## src/rtl/imem_loader_pkg.sv

```systemverilog
// Shared types and constants for the instruction-memory stream loader.
package imem_loader_pkg;

  typedef enum logic [2:0] {
    ST_IDLE,
    ST_GET1,
    ST_GET2,
    ST_WRITE,
    ST_DRAIN,
    ST_CORE_RST,
    ST_DONE
  } state_e;

  // RISC-V "addi x0, x0, 0", used to pad an odd trailing word
  localparam logic [31:0] NOP_WORD = 32'h0000_0013;

  localparam int DEF_ADDR_STEP   = 8;
  localparam int DEF_HOLD_CYCLES = 2;
  localparam int DEF_RST_CYCLES  = 1;

endpackage

```

## src/rtl/imem_stream_loader.sv

```systemverilog
// Streams instruction words into the core's external-memory load port in pairs,
// then pulses the core reset so execution starts from address 0.
module imem_stream_loader
  import imem_loader_pkg::*;
#(
  parameter int                ADDR_W      = 9,
  parameter int                DATA_W      = 32,
  parameter int                ADDR_STEP   = DEF_ADDR_STEP,
  parameter int                HOLD_CYCLES = DEF_HOLD_CYCLES,
  parameter int                RST_CYCLES  = DEF_RST_CYCLES,
  parameter logic [DATA_W-1:0] NOP_WORD    = DATA_W'(imem_loader_pkg::NOP_WORD)
) (
  input  logic              clk,
  input  logic              reset,
  input  logic              start,
  input  logic              in_valid,
  output logic              in_ready,
  input  logic [DATA_W-1:0] in_data,
  input  logic              in_last,
  output logic              enable_load_ex_mem,
  output logic [ADDR_W-1:0] InstExMemAddress,
  output logic [DATA_W-1:0] InstExMemData1,
  output logic [DATA_W-1:0] InstExMemData2,
  output logic              core_reset,
  output logic              busy,
  output logic              done,
  output logic              overflow
);

  localparam int CNT_MAX = (HOLD_CYCLES > RST_CYCLES) ? HOLD_CYCLES : RST_CYCLES;
  localparam int CNT_W   = $clog2(CNT_MAX + 1);

  localparam logic [CNT_W-1:0]  HOLD_LOAD = CNT_W'(HOLD_CYCLES - 1);
  localparam logic [CNT_W-1:0]  RST_LOAD  = CNT_W'(RST_CYCLES - 1);
  localparam logic [ADDR_W-1:0] STEP      = ADDR_W'(ADDR_STEP);
  // Base address of the final pair slot; writing here ends the address space
  localparam logic [ADDR_W-1:0] ADDR_LAST = ADDR_W'((2 ** ADDR_W) - ADDR_STEP);

  state_e            state_q, state_d;
  logic [ADDR_W-1:0] addr_q, addr_d;
  logic [DATA_W-1:0] data1_q, data1_d;
  logic [DATA_W-1:0] data2_q, data2_d;
  logic [CNT_W-1:0]  cnt_q, cnt_d;
  logic              last_seen_q, last_seen_d;
  logic              overflow_q, overflow_d;
  logic              xfer;

  assign in_ready = (state_q == ST_GET1) || (state_q == ST_GET2) || (state_q == ST_DRAIN);
  assign xfer     = in_valid && in_ready;

  always_comb begin
    state_d     = state_q;
    addr_d      = addr_q;
    data1_d     = data1_q;
    data2_d     = data2_q;
    cnt_d       = cnt_q;
    last_seen_d = last_seen_q;
    overflow_d  = overflow_q;

    case (state_q)
      ST_IDLE, ST_DONE: begin
        if (start) begin
          state_d    = ST_GET1;
          addr_d     = '0;
          overflow_d = 1'b0;
        end
      end

      ST_GET1: begin
        if (xfer) begin
          data1_d     = in_data;
          last_seen_d = in_last;
          if (in_last) begin
            data2_d = NOP_WORD;
            cnt_d   = HOLD_LOAD;
            state_d = ST_WRITE;
          end else begin
            state_d = ST_GET2;
          end
        end
      end

      ST_GET2: begin
        if (xfer) begin
          data2_d     = in_data;
          last_seen_d = in_last;
          cnt_d       = HOLD_LOAD;
          state_d     = ST_WRITE;
        end
      end

      // The same down-counter times the write hold and the core reset pulse
      ST_WRITE: begin
        if (cnt_q != '0) begin
          cnt_d = cnt_q - 1'b1;
        end else if (last_seen_q) begin
          cnt_d   = RST_LOAD;
          state_d = ST_CORE_RST;
        end else if (addr_q == ADDR_LAST) begin
          overflow_d = 1'b1;
          state_d    = ST_DRAIN;
        end else begin
          addr_d  = addr_q + STEP;
          state_d = ST_GET1;
        end
      end

      ST_DRAIN: begin
        if (xfer && in_last) begin
          state_d = ST_DONE;
        end
      end

      ST_CORE_RST: begin
        if (cnt_q != '0) begin
          cnt_d = cnt_q - 1'b1;
        end else begin
          state_d = ST_DONE;
        end
      end

      default: state_d = ST_IDLE;
    endcase
  end

  always_ff @(posedge clk or negedge reset) begin
    if (!reset) begin
      state_q     <= ST_IDLE;
      addr_q      <= '0;
      data1_q     <= '0;
      data2_q     <= '0;
      cnt_q       <= '0;
      last_seen_q <= 1'b0;
      overflow_q  <= 1'b0;
    end else begin
      state_q     <= state_d;
      addr_q      <= addr_d;
      data1_q     <= data1_d;
      data2_q     <= data2_d;
      cnt_q       <= cnt_d;
      last_seen_q <= last_seen_d;
      overflow_q  <= overflow_d;
    end
  end

  assign enable_load_ex_mem = (state_q == ST_WRITE);
  assign core_reset         = (state_q == ST_CORE_RST);
  assign busy               = (state_q != ST_IDLE) && (state_q != ST_DONE);
  assign done               = (state_q == ST_DONE);
  assign overflow           = overflow_q;
  assign InstExMemAddress   = addr_q;
  assign InstExMemData1     = data1_q;
  assign InstExMemData2     = data2_q;

endmodule

```

## config.mk

```make
export PLATFORM = sky130hd
export DESIGN_NAME = imem_stream_loader
export DESIGN_NICKNAME = d
export VERILOG_FILES = /design/src/rtl/imem_loader_pkg.sv /design/src/rtl/imem_stream_loader.sv
export SDC_FILE = /design/constraint.sdc
export NUM_CORES = 1
export LEC_CHECK = 0
export CORE_UTILIZATION = 54
export DETAILED_ROUTE_END_ITERATION = 10
export DONT_BUFFER_PORTS = 1
export PLACE_DENSITY = 0.82
export SLEW_MARGIN = 20
export SYNTH_ARGS = -nofsm -noshare
export SYNTH_HDL_FRONTEND = slang
export SYNTH_SLANG_ARGS = --single-unit
```

## constraint.sdc

```tcl
create_clock -name clk -period 1.5 [get_ports clk]
set_input_delay 0.15 -clock clk [delete_from_list [all_inputs] [get_ports clk]]
set_output_delay 0.15 -clock clk [all_outputs]
set_load 0.01 [all_outputs]
```

==> results.md <==
* Drt initial violations at 145
* Count leader, synth: dfrtp_1
* Minimum clock period after layout at between 1.5 and 2 ns
* Clock root buffer master: clkbuf_8
* DRT Pass-1 Iters at 4
* Post-DP HPWL at between 5 and 6 mm
* Layout cell share with drive strength beyond 1 at 41.04%
* # placed instances at 409
* Max cap viols at 0
* Yosys reg bits at 77
* Die W at 81.96 um
* Worst skew pair latency at 0.35 ns
* Worst R2R Start: state_q[1]
* Post-synthesis async set-or-reset flop share at 100.0%
* H-tree depth at 3
* Initial core utilization at roughly 57%
* Die area at 6717 sq um
* Setup Slack @ Placement at -0.06457 ns
* Kind of start point of the critical path: flop
* Psw at 4.182 mW
* Status: finished with violations
* Clock sinks at 77
* IO Count at approximately 120
* Top cells by area, synth: dfrtp_1 56%, mux2_2 10%, nand2_1 7.4%
* Routed wire per std cell at 19.99 um
* Post-synthesis simple-gate area fraction at 14.50%
* Post-synth top flop: dfrtp_1
* Register Area at 1931 sq um
* Post-DRT Antenna Nets at 0
* Synth Instances at roughly 320
* Post-synth top cells: 77 x dfrtp_1, 68 x nand2_1, 43 x o21ai_0
* Synth area leader: dfrtp_1
* Worst Skew at 0.01033 ns
* Initial antenna violation count at 0
* Die Y at 81.96 um
* Final setup fails at 51
* Top fanout value on the critical path at 8
* Worst r2r dst: InstExMemData2[28]
* Final WL at around 9.5 mm
* Synth Area in Compound Gates at 11.49%
* FILL cells at 344
* ANT cells at 0
* Worst Hold Slack at -0.5077 ns
* Min-delay worst type: in -> async
* Mux contribution to synthesized area at 11.78%
* First-pass GRT wire length at 12.41 mm
* Area Overhead vs Synth at 41.25%
* Vias at between 2k and 3k
* Grt total ovfl at 0
* Aggregate global-route resource usage at 25.05%
* Largest net degree at the start of global routing at 78
* Final GP Congestion at 0.8836
* Combinational share of power at 43.6%
* Cell Int Power at 6.534 mW
* Vias in the first global route at 2,622
* Syn Area/Cell at 10.82 sq um
* Worst Path Arrival at approximately 1.8 ns
* Clk slew on worst S/H paths at 0.09 ns
* CTS Hold Buffers Added at 34
* Via-per-instance ratio at 5.849
* Final period util at 105.1%
* Hold violation total from the final report at 77
* Post-synthesis xor/xnor area fraction at less than 1%
* CTS buffer count at 9
* Port bufs at 0
* Post-synthesis adder-cell area fraction at 1.450%
* Post-synth EDFFs at 0
* Reg2Reg Setup Slack at -0.08 ns
* Failing checks: negative hold slack, negative setup slack
* Clock power share at between 15 and 20%
* Final Max Slew Viols at 0
* Final instance count without filler cells at 477
* Pwr dens at 2198 nW/um^2
* Worst vdd ir at around 1.4 mV
* Fmax achieved at 634.6 MHz
* Largest family of logic cells by synthesized area: simple AND/OR/NAND/NOR gates
* Crit path capture type: flop
* WP data required at between 1.5 and 2 ns
* RSZ-0062 raised after global routing: yes
* TritonCTS clock tree: built
* Clk buf depth at 2
* Final worst slack at -0.07583 ns
* R2R depth at 7
* Residual DRC at 0
* Yosys cell types at 47
* Reg power frac at 39.6%
* Ys Warns at 0
* Cell Area, Synth at 3452 sq um
* Sw frac at 39.03%
* Total core area at 6026 sq um
* Leakage at 2.145 nW
* WS Path Type: reg -> reg
* Rows at 28
* Top cell type's share of synthesized area at 55.82%
* Nets at 438
* Seq/Total Area, Yosys at 55.82%
* Area occupied by multi-input gates at about 1700 sq um
[final cells by class]
cell class	instances	share of cell area, %
flip-flops and latches	77	39.59
multi-input cells	216	34.51
repair buffers	87	18.76
clock buffers	10	2.823
well taps	75	1.925
clock inverters	6	1.899
inverters	6	0.4876
[timing repair]
action	CTS	global route
endpoints found under the setup margin	72	82
buffers inserted	10	3
cloned	0	6
resized for setup	23	94
pin swaps	5	20
hold endpoints to repair	144	77
[state kept, by name (all words and copies together) (netlist names)]
signal            count
InstExMemData2       32
state_q               3
InstExMemAddress      6
InstExMemData1       32
cnt_q                 2
last_seen_q           1
overflow              1
[how the worst max path moves through the flow]
stage | start | endpoint | slack, ns | cells after the start
3_3_place_gp | state_q[2] | InstExMemAddress[3] | -0.02 | 5
2_1_floorplan | state_q[1] | InstExMemAddress[3] | 0.0004 | 5
4_1_cts | state_q[1] | busy | -0.02 | 4
6_report | state_q[1] | InstExMemData2[28] | -0.08 | 7
3_5_place_dp | state_q[1] | cnt_q[0] | -0.06 | 5
5_1_grt | state_q[0] | InstExMemData2[28] | -0.11 | 7
[through the flow]
stage                     TNS [ns]  instance area (sq um)  hold WS (ns)  power [mW]  utilization, %
after global routing        -3.517                   4876       -0.5427       11.31           80.92
final                       -1.745                   4876       -0.5077       10.72           80.92
after detailed placement    -1.403                   3761       -0.1442       7.370           62.42
after floorplan                  0                   3472       -0.1456       6.126               -
after global placement     -0.2018                   3761       -0.1442       7.181           62.42
after CTS                  -0.2677                   4486       -0.5348       9.673           74.44
[power by group through the flow]
stage | clock, mW | sequential, mW | combinational (mW)
final | 1.79 | 4.25 | 4.68
after global routing | 1.91 | 4.40 | 4.99
after CTS | 1.82 | 4.14 | 3.72
after detailed placement | 0 | 4.16 | 3.21
after global placement | 0 | 4.11 | 3.07
after floorplan | 0 | 3.97 | 2.16
[cells in the final DEF, fill, tap and decap left out, types with 3 or more instances in the layout]
cell type and instances:
buf_12 6, inv_2 3, dfrtp_1 74, mux2_4 6
nand4b_1 4, o31ai_1 4, mux2_2 27, o21ai_2 17
dlygate4sd3_1 34, o21a_1 3, conb_1 3, a21oi_1 4
buf_4 31, o21ai_0 15, nand2_4 12, nor2_1 7
clkbuf_16 3, clkbuf_8 10, nand2_1 50, ha_1 3
nand2_2 6, dfrtp_2 3, buf_6 13, o21ai_1 11
[worst max-delay path, cell delays in order (launching register included)]
cell and delay (ns):
dfrtp_2 0.46, buf_6 0.15, and3b_2 0.23, o21ai_4 0.16, buf_12 0.16, clkbuf_16 0.17, nand2_1 0.05, o21ai_1 0.11
[per-layer routing]
metal  wire, um  GRT usage (%)  vias up
met5          0              0        -
met4        138          8.246        0
met3        843          8.111       19
met2       4878          43.64      147
met1       3673          28.90     1376
li1           -              -     1248
[cells by family after synthesis]
kind of cell | Yosys count
and+or+nand+nor | 105
DFF | 77
AOI/OAI and AO/OA | 66
muxes | 36
buffers and inverters | 28
adders and majority gates | 4
xor gates and xnor gates | 2
other | 1
Power figures use the tool's default switching activity.
